==> src/rtl/transform_bin.sv <==
// transform_bin: sequential BCD-to-binary converter.
// Takes a sign bit plus five packed BCD digits and produces a 16-bit two's-complement word.
// Digits are folded in one per clock, most significant first (acc = acc*10 + digit).
//
// Ports:
//   clk        system clock, rising edge
//   rst_n      asynchronous active-low reset
//   start      conversion request, sampled only while idle
//   BCD_in     five BCD digits, [19:16] ten-thousands ... [3:0] units
//   sign_in    1 = negative, 0 = positive
//   busy       high while digits are being accumulated
//   done       one-cycle pulse; Dec_out and error flags are valid
//   Dec_out    two's-complement result, held until the next done
//   err_digit  a nibble > 9 was seen, held until the next done
//   err_ovf    magnitude out of signed 16-bit range, held until the next done
module transform_bin (
    input  logic        clk,
    input  logic        rst_n,
    input  logic        start,
    input  logic [19:0] BCD_in,
    input  logic        sign_in,
    output logic        busy,
    output logic        done,
    output logic [15:0] Dec_out,
    output logic        err_digit,
    output logic        err_ovf
);

    typedef enum logic [1:0] {StIdle, StConv, StDone} state_e;

    state_e      state_q;
    logic [19:0] bcd_q;
    logic        sign_q;
    logic [16:0] acc_q;
    logic [2:0]  cnt_q;
    logic        dig_err_q;   // sticky invalid-digit flag for the conversion in flight
    logic        busy_q;
    logic        done_q;
    logic [15:0] dec_q;
    logic        err_digit_q;
    logic        err_ovf_q;

    logic [3:0]  digit;
    logic        digit_bad;
    logic [3:0]  digit_val;
    logic [16:0] acc_d;
    logic        dig_err_d;
    logic [15:0] res_dec;
    logic        res_ovf;

    // Digit select: counter 0 picks the MSD.
    always_comb begin
        digit = 4'd0;
        unique case (cnt_q)
            3'd0:    digit = bcd_q[19:16];
            3'd1:    digit = bcd_q[15:12];
            3'd2:    digit = bcd_q[11:8];
            3'd3:    digit = bcd_q[7:4];
            default: digit = bcd_q[3:0];
        endcase
    end

    // Accumulate step and final result, computed from the post-update accumulator so the
    // result is ready on the same edge that enters DONE.
    always_comb begin
        digit_bad = (digit > 4'd9);
        digit_val = digit_bad ? 4'd0 : digit;
        acc_d     = (acc_q << 3) + (acc_q << 1) + {13'd0, digit_val};
        dig_err_d = dig_err_q | digit_bad;

        res_dec = 16'h0000;
        res_ovf = 1'b0;
        if (dig_err_d) begin
            res_dec = 16'h0000;
            res_ovf = 1'b0;
        end else if (!sign_q && (acc_d > 17'd32767)) begin
            res_dec = 16'h7FFF;
            res_ovf = 1'b1;
        end else if (sign_q && (acc_d > 17'd32768)) begin
            res_dec = 16'h8000;
            res_ovf = 1'b1;
        end else if (sign_q) begin
            // -32768 and -0 both fall out of plain 16-bit negation.
            res_dec = 16'h0000 - acc_d[15:0];
        end else begin
            res_dec = acc_d[15:0];
        end
    end

    always_ff @(posedge clk or negedge rst_n) begin
        if (!rst_n) begin
            state_q     <= StIdle;
            bcd_q       <= 20'h00000;
            sign_q      <= 1'b0;
            acc_q       <= 17'd0;
            cnt_q       <= 3'd0;
            dig_err_q   <= 1'b0;
            busy_q      <= 1'b0;
            done_q      <= 1'b0;
            dec_q       <= 16'h0000;
            err_digit_q <= 1'b0;
            err_ovf_q   <= 1'b0;
        end else begin
            unique case (state_q)
                StIdle: begin
                    done_q <= 1'b0;
                    if (start) begin
                        bcd_q     <= BCD_in;
                        sign_q    <= sign_in;
                        acc_q     <= 17'd0;
                        cnt_q     <= 3'd0;
                        dig_err_q <= 1'b0;
                        busy_q    <= 1'b1;
                        state_q   <= StConv;
                    end
                end
                StConv: begin
                    acc_q     <= acc_d;
                    dig_err_q <= dig_err_d;
                    if (cnt_q == 3'd4) begin
                        busy_q      <= 1'b0;
                        done_q      <= 1'b1;
                        dec_q       <= res_dec;
                        err_digit_q <= dig_err_d;
                        err_ovf_q   <= res_ovf;
                        state_q     <= StDone;
                    end else begin
                        cnt_q <= cnt_q + 3'd1;
                    end
                end
                StDone: begin
                    done_q  <= 1'b0;
                    state_q <= StIdle;
                end
                default: begin
                    busy_q  <= 1'b0;
                    done_q  <= 1'b0;
                    state_q <= StIdle;
                end
            endcase
        end
    end

    assign busy      = busy_q;
    assign done      = done_q;
    assign Dec_out   = dec_q;
    assign err_digit = err_digit_q;
    assign err_ovf   = err_ovf_q;

endmodule
==> config.mk <==
export PLATFORM = sky130hd
export DESIGN_NAME = transform_bin
export DESIGN_NICKNAME = d
export VERILOG_FILES = /design/src/rtl/transform_bin.sv
export SDC_FILE = /design/constraint.sdc
export NUM_CORES = 1
export LEC_CHECK = 0
export ABC_AREA = 1
export CORE_MARGIN = 2
export CORE_UTILIZATION = 58
export CTS_CLUSTER_SIZE = 16
export DETAILED_ROUTE_END_ITERATION = 8
export HOLD_SLACK_MARGIN = 0.08
export PLACE_DENSITY = 0.85
export REMOVE_ABC_BUFFERS = 1
export SLEW_MARGIN = 40
export SYNTH_ARGS = -nofsm -noshare
export SYNTH_HDL_FRONTEND = slang
export SYNTH_SLANG_ARGS = --single-unit
==> constraint.sdc <==
create_clock -name clk -period 4.6 [get_ports clk]
set_input_delay 0.46 -clock clk [delete_from_list [all_inputs] [get_ports clk]]
set_output_delay 0.46 -clock clk [all_outputs]
set_load 0.01 [all_outputs]
==> metrics.csv, run 1 <==
metric,value,unit
Synth top area share,35.0,%
Boundary Pins,44,
area delta synth->final,16.0,%
status,"complete, no violations",
worst reg-to-reg setup slack,0.31,ns
die width,92.2,µm
mapped cell area,0.00451,mm²
# nets final,745,
Worst-path clk slew,0.08,ns
sequential cell area,0.00158,mm²
Num CTS Buffers,9,
number of enable flip-flop cells after synthesis,0,
dpl cells,772,
Buf/Inv on CP,2,
WP data required,4.89,ns
Starting Density,59.0,%
root buffer cell,clkbuf_8,
Die H,92.2,µm
share of layout cells above drive strength 1,9.29,%
antenna diode count,0,
Final Core Density,68.4,%
max-slew violation count,0,
Max clock buf depth,2,
crit-path leading delay family,simple AND/OR/NAND/NOR gates,
Hold Path Class,input pin to asynchronous set/reset pin,
multi-input logic area,0.00261,mm²
Non-Filler Instances,791,
MaxCap Viol Count,0,
clk sinks,63,
Total GRT Usage,27.3,%
cell with the most instances after synthesis,nand2_1,
fill count,649,
Sum Neg Setup Slack,0,ns
Ys Warns,0,
CP arrival,4.58,ns
core region area,0.00765,mm²
Cell Rows,32,
final setup skew,0.00896,ns
I/O Buffers,43,
CTS tree,yes,
r2r worst-path depth,26,
#FFs+latches synth,63,
slowest cell delay on critical path,0.51,ns
GR Overflow Total,0,
Detailed Route WL,10900,µm
Post-synth ARST share,100,%
DR pass1 iterations,4,
dominant cells by area after synthesis,"dfrtp_1, nand2_1, ha_1",
Worst Max-Slew Pin Slew,0.798,ns
vias,4386,
Crit Path Class,flop to flop,
critical path launch point,cnt_q[2],
insertion delay to the later sink of the worst-skew pair,0.36,ns
CP Depth,26,
first-pass GRT wire length,18500,µm
Crit. End Element,flop,
Die ar.,0.00850,mm²
fin crit share,93.2,%
Yosys top cell by area,dfrtp_1,
"Slowest-stage cell, CP",fa_1,
largest net degree at the start of global routing,64,
per-cell routed wire length,13.7,µm
final hold vios,0,
Reg2Reg Capture Point,Dec_out[12],
sequential share of the synthesized area,35.0,%
CP startpoint kind,flop,
H-tree Lvls,3,
Post-DRT Antenna Nets,0,
Mapped Cells,641,
relative max-transition margin,46.8,%
Period minus WS final,4.29,ns
via count of the first global-routing pass,4184,
RSZ-0062 raised after global routing,false,
mean area per synthesized cell,7.03,µm²
1st-iter DRT viols,267,
initial antenna violation count,0,
hold buffer count at cts,0,
FF-to-FF Start,cnt_q[2],
DR vias/cell,5.54,
Post-synth top cells,"nand2_1, nand3_1, dfrtp_1",
RePlAce Congestion,0.933,
DP HPWL,8020,µm
Yosys cell types,30,
Main synth FF type,dfrtp_1,
CP Max Fanout,17,
last element of the critical path,Dec_out[12],
fmax,233,MHz
drc violations,0,
# setup viols final,0,
Worst path most repeated cell,nand2_1,
## metal layers
layer	global-route usage (%)	vias to the layer above	routed length, µm
li1	-	2145	-
met1	30.6	2067	4270
met2	49.6	140	5740
met3	4.85	34	426
met4	13.6	0	417
met5	0	-	0
## flip-flops by register name, indices dropped and copies added, names as in the netlist
signal     flops
busy           1
dig_err_q      1
Dec_out       16
state_q        2
cnt_q          3
done           1
acc_q         16
err_digit      1
err_ovf        1
sign_q         1
bcd_q         20
## cells in the final DEF, fill, tap and decap left out, types with 5 or more instances in the layout
master           count
o21ai_0             25
clkdlybuf4s50_1     42
ha_1                35
clkbuf_8             9
dfrtp_1             63
nand4_1             17
nand2_2             15
nand3_2              7
nand2_4              5
nand3b_1             5
nand3_1             73
nand2_1            254
inv_1               57
nor2_1              32
a21oi_1             11
inv_2                5
## worst reg2reg max path: stages, from the launching register on
cell	delay [ns]
dfrtp_1	0.40
clkinvlp_4	0.22
ha_1	0.32
nand2_1	0.10
nand2_1	0.06
nor2_1	0.11
nand2_1	0.07
nand2_1	0.08
nand2_1	0.07
a21oi_1	0.17
fa_1	0.49
fa_1	0.51
inv_1	0.14
nand3_1	0.16
nor2_1	0.22
nand2_4	0.09
nor2_4	0.10
nand2_4	0.08
nor2_8	0.11
nand2_4	0.07
nor2_4	0.08
nand2_2	0.06
nand2_4	0.18
nand3_2	0.09
nand2_1	0.08
nand2_1	0.07
nand2_1	0.09
## how the worst min path moves through the flow
stage | startpoint | slack, ns | endpoint
after floorplan | rst_n | 0.16 | Dec_out[0]
after global placement | bcd_q[6] | 0.46 | bcd_q[6]
after detailed placement | bcd_q[6] | 0.46 | bcd_q[6]
after CTS | rst_n | 0.31 | acc_q[2]
after global routing | rst_n | 0.21 | Dec_out[14]
final | rst_n | 0.17 | acc_q[7]
## cell type report
type	instances	area share, %
tap	102	2.44
clock inverter	7	1.53
multi-input combinational	497	49.8
timing repair buffer	48	8.92
inverter	65	4.78
sequential	63	30.1
clock buffer	9	2.37
## logic make-up after synthesis
family                   synth area share [%]
adder cells (fa/ha/maj)                  10.6
AO/OA/AOI/OAI                            4.25
flip-flops                               35.0
buffers and inverters                    7.38
AND/OR/NAND/NOR                          42.0
XOR/XNOR                                0.777
## through the flow
step / setup WS, ns / area (µm²) / hold slack, ns
after floorplan: 0.834 / 4420 / 0.164
after global placement: 0.616 / 4990 / 0.462
after detailed placement: 0.434 / 4990 / 0.462
after CTS: 0.360 / 5200 / 0.309
after global routing: 0.00930 / 5230 / 0.210
final: 0.311 / 5230 / 0.166
## what timing repair did
action                     CTS  global route
setup buffers                0             3
setup endpoints to repair    0            13
gates resized for setup      0             2
Power of run 1 is left out: the tool's default activity adds up to more than one toggle a clock period on the data nets, which glitch-free logic cannot reach.
==> run 2: changes to the inputs <==
Settings changed: HOLD_SLACK_MARGIN 0.08 to 0.05.
==> results of run 2 <==
The final DEF is identical to that of run 1; final timing and power are the same.
Power of run 2 is left out for the same reason.
==> run 3: changes to the inputs <==
Settings changed: ABC_AREA 1 to 0, CORE_UTILIZATION 58 to 57.
==> run 3 against run 2 <==
The flow now finishes with violations (negative setup slack). Clock skew rose by 0.011 ns. Final cell count fell by 27%. Wire length up 27%. First-iteration DRC count is 12% higher. Critical path type unchanged. Largest cell class unchanged.
==> metrics.csv, run 3 <==
metric,value,unit,change
status,"finished, violations left",,
failing checks,negative setup slack,,
"commonest non-fill, non-tap cells in the layout","dfrtp_1, buf_4, clkdlybuf4s50_1",,
r2r worst-path depth,18,,-31%
drc violations,0,,unchanged
Reg with most FFs,bcd_q,,
per-cell routed wire length,24.0,µm,+75%
FF-to-FF Start,cnt_q[1],,
Boundary Pins,44,,unchanged
setup ws final,-0.762,ns,-1.07 ns
Detailed Route WL,13800,µm,+27%
Die ar.,0.00756,mm²,-11%
mapped cell area,0.00392,mm²,-13%
WP data required,4.85,ns,-0.04 ns
cell with the most instances after synthesis,dfrtp_1,,
mean area per synthesized cell,10.3,µm²,+46%
GR Overflow Total,0,,unchanged
H-tree Lvls,3,,unchanged
Crit. End Element,flop,,
Buf/Inv on CP,3,,+1
worst reg-to-reg setup slack,-0.76,ns,-1.07 ns
Hold Path Class,input pin to asynchronous set/reset pin,,
DP HPWL,7490,µm,-6.5%
hold buffer count at cts,0,,unchanged
Cell Rows,30,,-6.3%
via count of the first global-routing pass,3813,,-8.9%
number of enable flip-flop cells after synthesis,0,,unchanged
Worst-path clk slew,0.09,ns,about the same
Ys Warns,0,,unchanged
sequential share of the synthesized area,40.2,%,+5.3 points
hold_ws,0.149,ns,-0.0176 ns
Main synth FF type,dfrtp_1,,
slowest cell delay on critical path,0.51,ns,about the same
Total GRT Usage,33.1,%,+5.8 points
Max clock buf depth,2,,unchanged
Largest register FFs,20,,unchanged
Sum Neg Setup Slack,-10.79,ns,-10.79 ns
root buffer cell,clkbuf_8,,
final setup skew,0.0204,ns,+0.0114 ns
worst-path cell chain,buf_6 -> ha_4 -> a222oi_1 -> o21ai_1 -> mux2i_1 -> and3_4 -> fa_2 -> fa_2 -> a21o_1 -> a221oi_4 -> buf_4 -> xnor2_2 -> buf_4 -> or4b_4 -> nor3_4 -> nand4_1 -> or4b_1 -> a32o_1,,
area delta synth->final,40.0,%,
CP startpoint kind,flop,,
largest net degree at the start of global routing,64,,unchanged
dpl ws,-0.652,ns,-1.09 ns
clk sinks,63,,unchanged
max-slew violation count,0,,unchanged
CP arrival,5.61,ns,+1.03 ns
Num CTS Buffers,9,,unchanged
Mapped Cells,381,,-41%
I/O Buffers,43,,unchanged
insertion delay to the later sink of the worst-skew pair,0.37,ns,about the same
"Design Area, Final",0.00549,mm²,+4.9%
share of layout cells above drive strength 1,33.0,%,+24 points
Post-synth top cells,"dfrtp_1, ha_1, nand2_1",,
Yosys cell types,57,,+90%
# nets final,553,,-26%
1st-iter DRT viols,300,,+12%
Post-DRT Antenna Nets,0,,unchanged
Die H,86.9,µm,-5.7%
CTS tree,yes,,
Period minus WS final,5.36,ns,+1.07 ns
#FFs+latches synth,63,,unchanged
first-pass GRT wire length,18900,µm,+2.0%
vias,3904,,-11%
crit-path leading delay family,simple AND/OR/NAND/NOR gates,,
dominant cells by area after synthesis,"dfrtp_1, ha_1, mux2_2",,
RePlAce Congestion,0.908,,-2.7%
initial antenna violation count,0,,unchanged
Worst Max-Slew Pin Slew,0.834,ns,+0.0352 ns
MaxCap Viol Count,0,,unchanged
Reg2Reg Capture Point,Dec_out[15],,
Yosys top cell by area,dfrtp_1,,
area post-placement,0.00477,mm²,-4.5%
DR pass1 iterations,6,,+2
fmax,186,MHz,-20%
core region area,0.00672,mm²,-12%
Post-synth ARST share,100,%,unchanged
die width,86.9,µm,-5.7%
CP Max Fanout,5,,-12
"Slowest-stage cell, CP",or4b_1,,
DR vias/cell,6.77,,+22%
relative max-transition margin,43.8,%,-2.9 points
Starting Density,58.3,%,-0.62 points
Crit Path Class,flop to flop,,
RSZ-0062 raised after global routing,true,,
fin crit share,117,%,+23 points
final hold vios,0,,unchanged
# setup viols final,18,,+18
antenna diode count,0,,unchanged
Synth top area share,40.2,%,+5.3 points
[run 3: cell families (layout without fill, tap and decap cells)]
kind of cell    count (synthesis)  in the layout  synth area share (%)
flops                          63             63                  40.2
fa+ha+maj                      37             37                  12.2
buf+inv                        29            145                  2.84
compound gates                106            106                  20.3
xor+xnor                       22             22                  4.92
mux                            22             22                  6.26
simple gates                  102            102                  13.3
[run 3: cell type report]
cell class,count,area [µm²]
Clock buffer,10,138
Timing Repair Buffer,112,973
Inverter,17,66.3
Sequential cell,63,1580
Multi-Input combinational cell,289,2560
Clock inverter,6,68.8
Tap cell,80,100
Fill cell,334,1230
[run 3: per-stage QoR]
step           std cells  utilization (%)
6_report             577             81.7
5_1_grt              577             81.7
4_1_cts              569             78.8
3_5_place_dp         540             71.0
3_3_place_gp         540             70.9
2_1_floorplan        369                -
[run 3: routing by layer]
metal	part of all wire [%]	vias up	GRT usage [%]
met3	7.5	91	7.11
met4	6.0	0	19.0
met2	52	277	57.8
met5	0	-	0
li1	-	1654	-
met1	34	1882	37.1
[run 3: how the worst max path moves through the flow]
stage / slack, ns / startpoint / end / depth (start not counted)
final: -0.76 / cnt_q[1] / Dec_out[15] / 18
after CTS: -0.37 / cnt_q[0] / Dec_out[7] / 21
after floorplan: -0.47 / cnt_q[0] / Dec_out[0] / 17
after detailed placement: -0.65 / cnt_q[0] / Dec_out[15] / 18
after global placement: -0.62 / cnt_q[0] / Dec_out[14] / 17
after global routing: -0.95 / cnt_q[1] / Dec_out[15] / 19
[run 3: repair_timing]
| item | CTS | global route |
|---|---|---|
| cloned | 0 | 0 |
| setup endpoints to repair | 17 | 21 |
| resized for setup | 48 | 29 |
| pin swaps | 25 | 25 |
| setup buffers | 13 | 9 |
Power of run 3 is left out for the same reason.
